**src/rtl/uart_program_loader_pkg.sv**
```systemverilog
// Shared definitions for the UART program loader: FSM encoding, frame markers
// and memory geometry.
package uart_program_loader_pkg;

    localparam int ROM_DEPTH = 14;
    localparam int ISA_WIDTH = 32;

    localparam logic [7:0] SYNC_BYTE = 8'hA5;
    localparam logic [7:0] TGT_INSTR = 8'h00;
    localparam logic [7:0] TGT_DATA  = 8'h01;

    typedef logic [2:0] state_t;

    localparam state_t ST_IDLE    = 3'd0;
    localparam state_t ST_TARGET  = 3'd1;
    localparam state_t ST_LEN_LO  = 3'd2;
    localparam state_t ST_LEN_HI  = 3'd3;
    localparam state_t ST_PAYLOAD = 3'd4;
    localparam state_t ST_CHECK   = 3'd5;

endpackage

```
**src/rtl/uart_program_loader_if.sv**
```systemverilog
// Upload write bus between the loader (master) and the instruction/data
// memories plus hazard unit (slave).
interface uart_program_loader_if #(
    parameter int ROM_DEPTH = 14,
    parameter int ISA_WIDTH = 32
);
    logic                 upg_wen_o;
    logic [ROM_DEPTH:0]   upg_adr_o;
    logic [ISA_WIDTH-1:0] upg_dat_o;
    logic                 upg_done_o;

    modport master (output upg_wen_o, output upg_adr_o, output upg_dat_o, output upg_done_o);
    modport slave  (input  upg_wen_o, input  upg_adr_o, input  upg_dat_o, input  upg_done_o);
endinterface

```
**src/rtl/uart_word_assembler.sv**
```systemverilog
// Little-endian byte-to-word packer with running XOR checksum over every
// accepted payload byte.
module uart_word_assembler #(
    parameter int ISA_WIDTH = 32
) (
    input  logic                 clk,
    input  logic                 rst,
    input  logic                 clr_i,
    input  logic                 en_i,
    input  logic [7:0]           byte_i,
    output logic [ISA_WIDTH-1:0] word_o,
    output logic                 ready_o,
    output logic [7:0]           chk_o
);
    localparam int NB = ISA_WIDTH / 8;
    localparam int KW = (NB > 1) ? $clog2(NB) : 1;

    logic [ISA_WIDTH-1:0] word_q, word_d, merged;
    logic [KW-1:0]        k_q, k_d;
    logic [7:0]           chk_q, chk_d;

    // Word including the byte on the input, so the final byte can be
    // written out on the same edge that accepts it.
    always_comb begin
        merged = word_q;
        merged[{k_q, 3'b000} +: 8] = byte_i;
    end

    always_comb begin
        word_d = word_q;
        k_d    = k_q;
        chk_d  = chk_q;
        if (clr_i) begin
            word_d = '0;
            k_d    = '0;
            chk_d  = '0;
        end else if (en_i) begin
            word_d = merged;
            k_d    = k_q + KW'(1);
            chk_d  = chk_q ^ byte_i;
        end
    end

    always_ff @(posedge clk) begin
        if (rst) begin
            word_q <= '0;
            k_q    <= '0;
            chk_q  <= '0;
        end else begin
            word_q <= word_d;
            k_q    <= k_d;
            chk_q  <= chk_d;
        end
    end

    assign word_o  = merged;
    assign ready_o = en_i && (k_q == KW'(NB - 1));
    assign chk_o   = chk_q;

endmodule

```
**src/rtl/uart_program_loader.sv**
```systemverilog
// Parses SYNC/TARGET/LEN/payload/CHK upload frames from the UART byte stream
// and writes assembled words into instruction or data memory.
module uart_program_loader #(
    parameter int         ROM_DEPTH      = uart_program_loader_pkg::ROM_DEPTH,
    parameter int         ISA_WIDTH      = uart_program_loader_pkg::ISA_WIDTH,
    parameter logic [7:0] SYNC_BYTE      = uart_program_loader_pkg::SYNC_BYTE,
    parameter int         TIMEOUT_CYCLES = 1_000_000
) (
    input  logic                  clk,
    input  logic                  rst,
    input  logic                  rx_valid,
    input  logic [7:0]            rx_byte,
    input  logic                  upload_en,
    uart_program_loader_if.master upg,
    output logic                  busy_o,
    output logic                  error_o
);
    import uart_program_loader_pkg::*;

    localparam int TW = $clog2(TIMEOUT_CYCLES + 1);

    state_t               state_q, state_d;
    logic                 tgt_q, tgt_d;
    logic [7:0]           len_lo_q, len_lo_d;
    logic [15:0]          len_q, len_d;
    logic [ROM_DEPTH-1:0] idx_q, idx_d;
    logic [TW-1:0]        tmo_q, tmo_d;
    logic                 wen_q, wen_d, done_q, done_d, err_q, err_d;
    logic [ROM_DEPTH:0]   adr_q, adr_d;
    logic [ISA_WIDTH-1:0] dat_q, dat_d;

    logic                 abort, fail, done_ev, sync_acc, byte_ok;
    logic                 len_bad, last_word, asm_en, word_ready;
    logic [15:0]          len_rx;
    logic [ISA_WIDTH-1:0] word_full;
    logic [7:0]           chk;

    // A byte arriving in the expiry cycle keeps the frame alive.
    always_comb begin
        abort = 1'b0;
        if (state_q != ST_IDLE)
            abort = !upload_en || (!rx_valid && (tmo_q == TW'(TIMEOUT_CYCLES - 1)));
    end

    assign byte_ok   = rx_valid && !abort;
    assign sync_acc  = (state_q == ST_IDLE) && rx_valid && upload_en && (rx_byte == SYNC_BYTE);
    assign len_rx    = {rx_byte, len_lo_q};
    assign len_bad   = (len_rx == 16'd0) || (32'(len_rx) > (32'd1 << ROM_DEPTH));
    assign last_word = (32'(idx_q) == 32'(len_q) - 32'd1);
    assign asm_en    = byte_ok && (state_q == ST_PAYLOAD);

    uart_word_assembler #(.ISA_WIDTH(ISA_WIDTH)) u_asm (
        .clk     (clk),
        .rst     (rst),
        .clr_i   (sync_acc),
        .en_i    (asm_en),
        .byte_i  (rx_byte),
        .word_o  (word_full),
        .ready_o (word_ready),
        .chk_o   (chk)
    );

    always_ff @(posedge clk) begin
        if (rst) state_q <= ST_IDLE;
        else     state_q <= state_d;
    end

    always_comb begin
        state_d = state_q;
        fail    = 1'b0;
        done_ev = 1'b0;
        if (abort) begin
            state_d = ST_IDLE;
            fail    = 1'b1;
        end else if (rx_valid) begin
            case (state_q)
                ST_IDLE:    if (sync_acc) state_d = ST_TARGET;
                ST_TARGET: begin
                    if (rx_byte == TGT_INSTR || rx_byte == TGT_DATA) state_d = ST_LEN_LO;
                    else begin state_d = ST_IDLE; fail = 1'b1; end
                end
                ST_LEN_LO:  state_d = ST_LEN_HI;
                ST_LEN_HI: begin
                    if (len_bad) begin state_d = ST_IDLE; fail = 1'b1; end
                    else state_d = ST_PAYLOAD;
                end
                ST_PAYLOAD: if (word_ready && last_word) state_d = ST_CHECK;
                ST_CHECK: begin
                    state_d = ST_IDLE;
                    if (rx_byte == chk) done_ev = 1'b1;
                    else fail = 1'b1;
                end
                default:    state_d = ST_IDLE;
            endcase
        end
    end

    always_comb begin
        wen_d    = word_ready;
        adr_d    = adr_q;
        dat_d    = dat_q;
        idx_d    = idx_q;
        tgt_d    = tgt_q;
        len_lo_d = len_lo_q;
        len_d    = len_q;
        if (word_ready) begin
            adr_d = {tgt_q, idx_q};
            dat_d = word_full;
            idx_d = idx_q + ROM_DEPTH'(1);
        end
        if (sync_acc) idx_d = '0;
        if (byte_ok && state_q == ST_TARGET) tgt_d    = rx_byte[0];
        if (byte_ok && state_q == ST_LEN_LO) len_lo_d = rx_byte;
        if (byte_ok && state_q == ST_LEN_HI) len_d    = len_rx;
        tmo_d  = (rx_valid || state_q == ST_IDLE) ? '0 : tmo_q + TW'(1);
        done_d = done_ev;
        err_d  = fail ? 1'b1 : (sync_acc ? 1'b0 : err_q);
    end

    always_ff @(posedge clk) begin
        if (rst) begin
            tgt_q    <= 1'b0;
            len_lo_q <= '0;
            len_q    <= '0;
            idx_q    <= '0;
            tmo_q    <= '0;
            wen_q    <= 1'b0;
            adr_q    <= '0;
            dat_q    <= '0;
            done_q   <= 1'b0;
            err_q    <= 1'b0;
        end else begin
            tgt_q    <= tgt_d;
            len_lo_q <= len_lo_d;
            len_q    <= len_d;
            idx_q    <= idx_d;
            tmo_q    <= tmo_d;
            wen_q    <= wen_d;
            adr_q    <= adr_d;
            dat_q    <= dat_d;
            done_q   <= done_d;
            err_q    <= err_d;
        end
    end

    assign upg.upg_wen_o  = wen_q;
    assign upg.upg_adr_o  = adr_q;
    assign upg.upg_dat_o  = dat_q;
    assign upg.upg_done_o = done_q;
    assign busy_o         = (state_q != ST_IDLE);
    assign error_o        = err_q;

endmodule

```
**src/flat_wrapper.sv**
```systemverilog
// flat-port wrapper written by rule: the top's interface ports become plain ports
module uart_program_loader_flat import uart_program_loader_pkg::*;
#(
    parameter int         ROM_DEPTH      = uart_program_loader_pkg::ROM_DEPTH,
    parameter int         ISA_WIDTH      = uart_program_loader_pkg::ISA_WIDTH,
    parameter logic [7:0] SYNC_BYTE      = uart_program_loader_pkg::SYNC_BYTE,
    parameter int         TIMEOUT_CYCLES = 1_000_000
)
  (clk, rst, rx_valid, rx_byte, upload_en, busy_o, error_o, upg_upg_wen_o, upg_upg_adr_o, upg_upg_dat_o, upg_upg_done_o);
  uart_program_loader_if #(.ROM_DEPTH(ROM_DEPTH), .ISA_WIDTH(ISA_WIDTH)) upg_i ();
  input  logic clk;
  input  logic rst;
  input  logic rx_valid;
  input  logic [7:0] rx_byte;
  input  logic upload_en;
  output logic busy_o;
  output logic error_o;
  output wire logic [$bits(upg_i.upg_wen_o)-1:0] upg_upg_wen_o;
  output wire logic [$bits(upg_i.upg_adr_o)-1:0] upg_upg_adr_o;
  output wire logic [$bits(upg_i.upg_dat_o)-1:0] upg_upg_dat_o;
  output wire logic [$bits(upg_i.upg_done_o)-1:0] upg_upg_done_o;
  assign upg_upg_wen_o = upg_i.upg_wen_o;
  assign upg_upg_adr_o = upg_i.upg_adr_o;
  assign upg_upg_dat_o = upg_i.upg_dat_o;
  assign upg_upg_done_o = upg_i.upg_done_o;
  uart_program_loader #(.ROM_DEPTH(ROM_DEPTH), .ISA_WIDTH(ISA_WIDTH), .SYNC_BYTE(SYNC_BYTE), .TIMEOUT_CYCLES(TIMEOUT_CYCLES)) u_core (.clk(clk), .rst(rst), .rx_valid(rx_valid), .rx_byte(rx_byte), .upload_en(upload_en), .upg(upg_i), .busy_o(busy_o), .error_o(error_o));
endmodule
```
**config.mk**
```make
export PLATFORM = sky130hd
export DESIGN_NAME = uart_program_loader_flat
export DESIGN_NICKNAME = d
export VERILOG_FILES = /design/src/rtl/uart_program_loader_pkg.sv /design/src/rtl/uart_program_loader_if.sv /design/src/rtl/uart_word_assembler.sv /design/src/rtl/uart_program_loader.sv /design/src/flat_wrapper.sv
export SDC_FILE = /design/constraint.sdc
export NUM_CORES = 1
export LEC_CHECK = 0
export BUFFER_PORTS_ARGS = -buffer_cell sky130_fd_sc_hd__clkbuf_2
export CAP_MARGIN = 20
export CORE_ASPECT_RATIO = 1.2
export CORE_MARGIN = 2
export CORE_UTILIZATION = 48
export DETAILED_ROUTE_END_ITERATION = 10
export GPL_TIMING_DRIVEN = 1
export PLACE_DENSITY = 0.7
export SYNTH_ARGS = -nofsm -noshare
export SYNTH_HDL_FRONTEND = slang
export SYNTH_SLANG_ARGS = --single-unit
export TNS_END_PERCENT = 1
```
**constraint.sdc**
```tcl
create_clock -name clk -period 5.04 [get_ports clk]
set_clock_uncertainty 0.2 [all_clocks]
set_input_delay 0.252 -clock clk [delete_from_list [all_inputs] [get_ports clk]]
set_output_delay 0.252 -clock clk [all_outputs]
set_load 0.005 [all_outputs]
```
# Yosys cells after proc, flatten, opt, wreduce, memory -nomap -nowiden
# Cells that the tools add are included.
# word_totals
memories	0
regBits	154
word_cells	82
latch_bits	0
ramBits	0
rom_bits	0
# op_classes
reduce_logical	28
addsub	5
mul	0
n_shift	2
n_eq_ne	13
n_lt_le_gt_ge	1
n_div	0
mux	16
bitwise_logic	3
# op_table
operator	n
$bwmux W32	1
$eq A14 B32 Y1	1
$shift A8 B7 Y32 const A	1
$shiftx A8 B7 Y32	1
$add A20 B1 Y20 const B	1
$eq A20 B20 Y1 const B	1
$sub A16 B1 Y17 const B	1
$gt A16 B15 Y1 const B	1
$logic_not A16 Y1	1
$pmux W3 S5	1
$add A14 B1 Y14 const B	1
$logic_and A1 B1 Y1	11
$mux W1	9
$mux W3	3
$eq A8 B1 Y1 const B	1
$eq A8 B8 Y1	1
$eq A8 B8 Y1 const B	1
$logic_not A8 Y1	1
$xor A8 B8 Y8	1
$neg A5 Y7	1
$eq A3 B2 Y1 const B	2
$eq A3 B3 Y1 const B	2
$reduce_or A2 Y1	3
$logic_or A1 B1 Y1	4
other kinds (14)	17

# Depth between registers and ports, before layout
# logic_depth
depth_word	11
depth_mapped	9

# Cells and area by module
# From an unflattened synthesis, not the netlist that was laid out.
# hier_totals
hier_cells	784
hier_area_um2	7038.0
# modules_own_cells
module	cells_per_inst	instances	area_each_um2	seq_area_each_um2
uart_program_loader	538	1	4987.3	2242.2
uart_word_assembler	246	1	2050.7	840.8

# Least setup slack after synthesis
# Ideal clock, no wire load.
# synth_timing
path_kind	register to register
start	reg u_core.len_q[0]
end	reg u_core.state_q[0]
n_path_buf	0
stages_incl_launch_ff	9
arrival_time_ns	1.926
setup_ns	0.117
slack_ns	2.797
synth_period_minus_slack_ns	2.243
path_cell_list	dfxtp_1 inv_1 ha_1 nor3b_1 nand4b_1 mux2i_1 a22oi_1 a21oi_1 a22o_1
# synth_via
elab_chain_cells	5
# synth_lines
element	line_no	text
start: declaration	uart_program_loader.sv:25	logic [15:0] len_q, len_d;
start signal: assignment	uart_program_loader.sv:135	len_q <= len_d;
$sub A16 B1 Y17	uart_program_loader.sv:49	assign last_word = (32'(idx_q) == 32'(len_q) - 32'd1);
$eq A14 B32 Y1	uart_program_loader.sv:49	
$logic_and A1 B1 Y1	uart_program_loader.sv:87	ST_PAYLOAD: if (word_ready && last_word) state_d = ST_CHECK;
$ne A2 B2 Y1 (no source line)	n/a	
$reduce_and A3 Y1 (no source line)	n/a	
end signal: assignment	uart_program_loader.sv:65	else state_q <= state_d;
end: declaration	uart_program_loader.sv:22	state_t state_q, state_d;
# No other way between the ends.
# A chain may end at the register's enable or synchronous reset.

# Worst setup path after layout
# Ends and elaborated chain as after synthesis.

==> out/results.ini <==
[final_layout]
final_area_um2 = 7521
area_growth_pct = 14.91
final_cells = 989
fin_nets = 828
n_antenna_cell = 0
drive_above_1_share = 0.1315

[power]
cellPowerDensity_nw_per_um2 = 325.1
power_frac_seq = 0.472
p_leak_nw = 2.661
clkPwrFrac = 0.506
power.total_mw = 2.445
power_switching_mw = 0.5695
combinationalPowerShare = 0.022
p_int_mw = 1.876
swShare = 0.2329
ir_drop_v = 0.0002158

[die]
dieArea_um2 = 14590
std_cell_rows = 46
initial_core_util = 0.4923
die_w_um = 110.6
coreArea_um2 = 13300
ios = 63
die-height_um = 131.9

[synth]
yosysUniqueCellTypes = 52
syn-num-nets = 797
syn_area_per_cell_um2 = 8.423
synth-seq-cells = 146
ys_top_cells_by_count = dfxtp_1, nor2_1, nand2_1, a21oi_1, a211oi_1
synth_top_cell_by_area = dfxtp_1
yosys.area.top_type_share = 0.4466
synth_area_leaders = dfxtp_1, nor2_1, a211oi_1
yosys_warnings = 0
yosysMostFrequentCell = dfxtp_1
synth_area_um2 = 6545
async_flop_share = 0
synth_ff_type = dfxtp_1
syn_inst = 777
yosysSeqAreaShare = 0.4466
synth_edf_count = 0

[worst_setup_path]
path_cells = inv_1 > ha_1 > nor3b_1 > nand4b_1 > mux2i_1 > a22oi_1 > a21oi_1 > a22o_1
critPathSlowestCell = nor3b_1
end_kind = flip-flop
critPathMaxStageDelay_ns = 0.76
cp_top_family = simple AND/OR/NAND/NOR gates
cp_max_fo = 8
critPathKind = reg2reg
start_kind = flip-flop
critPathBufInv = 1
critPathRequiredTime_ns = 5.15
crit_arrival_ns = 2.89

[route]
ant_nets = 0
first_pass_iters = 5
remaining_drc_errors = 0
via_per_inst = 5.556
wl_mm = 15.32
first_iter_violations = 269
wl_per_cell_um = 15.49
vias = 5495

[sta]
fmax_mhz = 359.8
max-slew-margin-rel = 0.2737
tns_ns = 0
whs_ns = 0.02733
hold_violations = 0
tightestPinTransition_ns = 1.081
finalSetupViolations = 0
period_share = 0.5514
rsz0062_at_grt = no
slew_violations = 0
min_period_ns = 2.779

[grt]
grt_pass1_wl_mm = 26.11
grt_pass1_vias = 5342
grt_overflow = 0
grt_max_degree = 79
grt_antenna_before_repair = 0
grt_usage = 0.2141

[status]
status = finished clean

[clock_tree]
cts_tree = yes
clock-root-buffer = clkbuf_16
clk_path_buf_depth = 2
cts.sinks = 146
numCtsBuffers = 17
cts_htree_levels = 4
clock_latency_ns = 0.42
cts.clk_slew.worst_paths_ns = 0.06

[placed_design]
placed_area_um2 = 6872
hpwl_mm = 10.48
dp_cells = 954
place_congestion = 0.8177
port_buffers = 62

[min_path]
hold_path_class = in2reg

[job]
drv_cap = 0

[repair_timing]
action,CTS,global route
resized for setup,0,0
hold endpoints to repair,1,0
hold buffers,1,0
setup buffers,0,0
[power by group through the flow]
stage	clock, mW	sequential [mW]	combinational [mW]
2_1_floorplan	0	1.18	0.0338
3_3_place_gp	0	1.18	0.0488
3_5_place_dp	0	1.18	0.0496
4_1_cts	1.26	1.15	0.0505
5_1_grt	1.30	1.15	0.0574
6_report	1.24	1.15	0.0537
[worst min-delay path, cell delays in order]
cell and delay, ns:
clkbuf_2 0.19, nand2_1 0.10, a21oi_1 0.05
[cells in the final DEF, fill, tap and decap left out, types with 28 or more instances in the layout]
master	instances
dfxtp_1	146
nor2_1	130
nand2_1	77
clkbuf_2	62
a21oi_1	57
a211oi_1	49
xor2_1	33
mux2i_1	28
nor2b_1	28
xnor2_1	28
[cells by family after synthesis]
family | Yosys count | synth area share
AND/OR/NAND/NOR | 326 | 0.2348
flip-flops | 146 | 0.4466
buffers and inverters | 70 | 0.04378
multiplexers | 28 | 0.04282
XOR/XNOR | 61 | 0.08163
adder cells (fa/ha/maj) | 8 | 0.01529
AO/OA/AOI/OAI | 138 | 0.1352
[metrics by stage]
stage          utilization  setup slack [ns]
6_report            0.5657             2.261
5_1_grt             0.5657             2.099
4_1_cts             0.5615             1.927
3_5_place_dp        0.5168             1.995
3_3_place_gp        0.5168             2.178
2_1_floorplan            -             2.797
[state kept, by name (all words and copies together), names as in the netlist, 2 cells and up]
register              flops
u_core.idx_q             14
u_core.len_lo_q           8
u_core.len_q             16
u_core.state_q            3
u_core.tmo_q             20
u_core.u_asm.chk_o        8
u_core.u_asm.k_q          2
u_core.u_asm.word_q      24
u_core.upg.upg_adr_o     15
u_core.upg.upg_dat_o     32
[cell type report]
class,instances,area (µm²)
clock inverter,14,145.1
sequential,146,2923
timing repair buffer,72,427.9
multi-input combinational,561,3338
tap,168,210.2
inverter,10,37.54
clock buffer,18,439.2
fill,1208,5774
[worst paths after layout]
path | startpoint | end | slack (ns) | cells after the start
worst max register to register | u_core.len_q[0] | u_core.state_q[0] | 2.26 | 8
worst max-delay path | u_core.len_q[0] | u_core.state_q[0] | 2.26 | 8
worst min-delay path | rx_byte[3] | u_core.upg.upg_dat_o[27] | 0.03 | 3
worst min register to register | u_core.tmo_q[0] | u_core.tmo_q[0] | 0.25 | 1
[per-layer routing]
metal	GRT usage	up-vias	part of all wire
li1	-	2726	-
met1	0.2576	2629	0.43
met2	0.3780	119	0.51
met3	0.04644	21	0.043
met4	0.07361	0	0.017
met5	0	-	0
No activity file was read; power rests on OpenSTA's default activity.
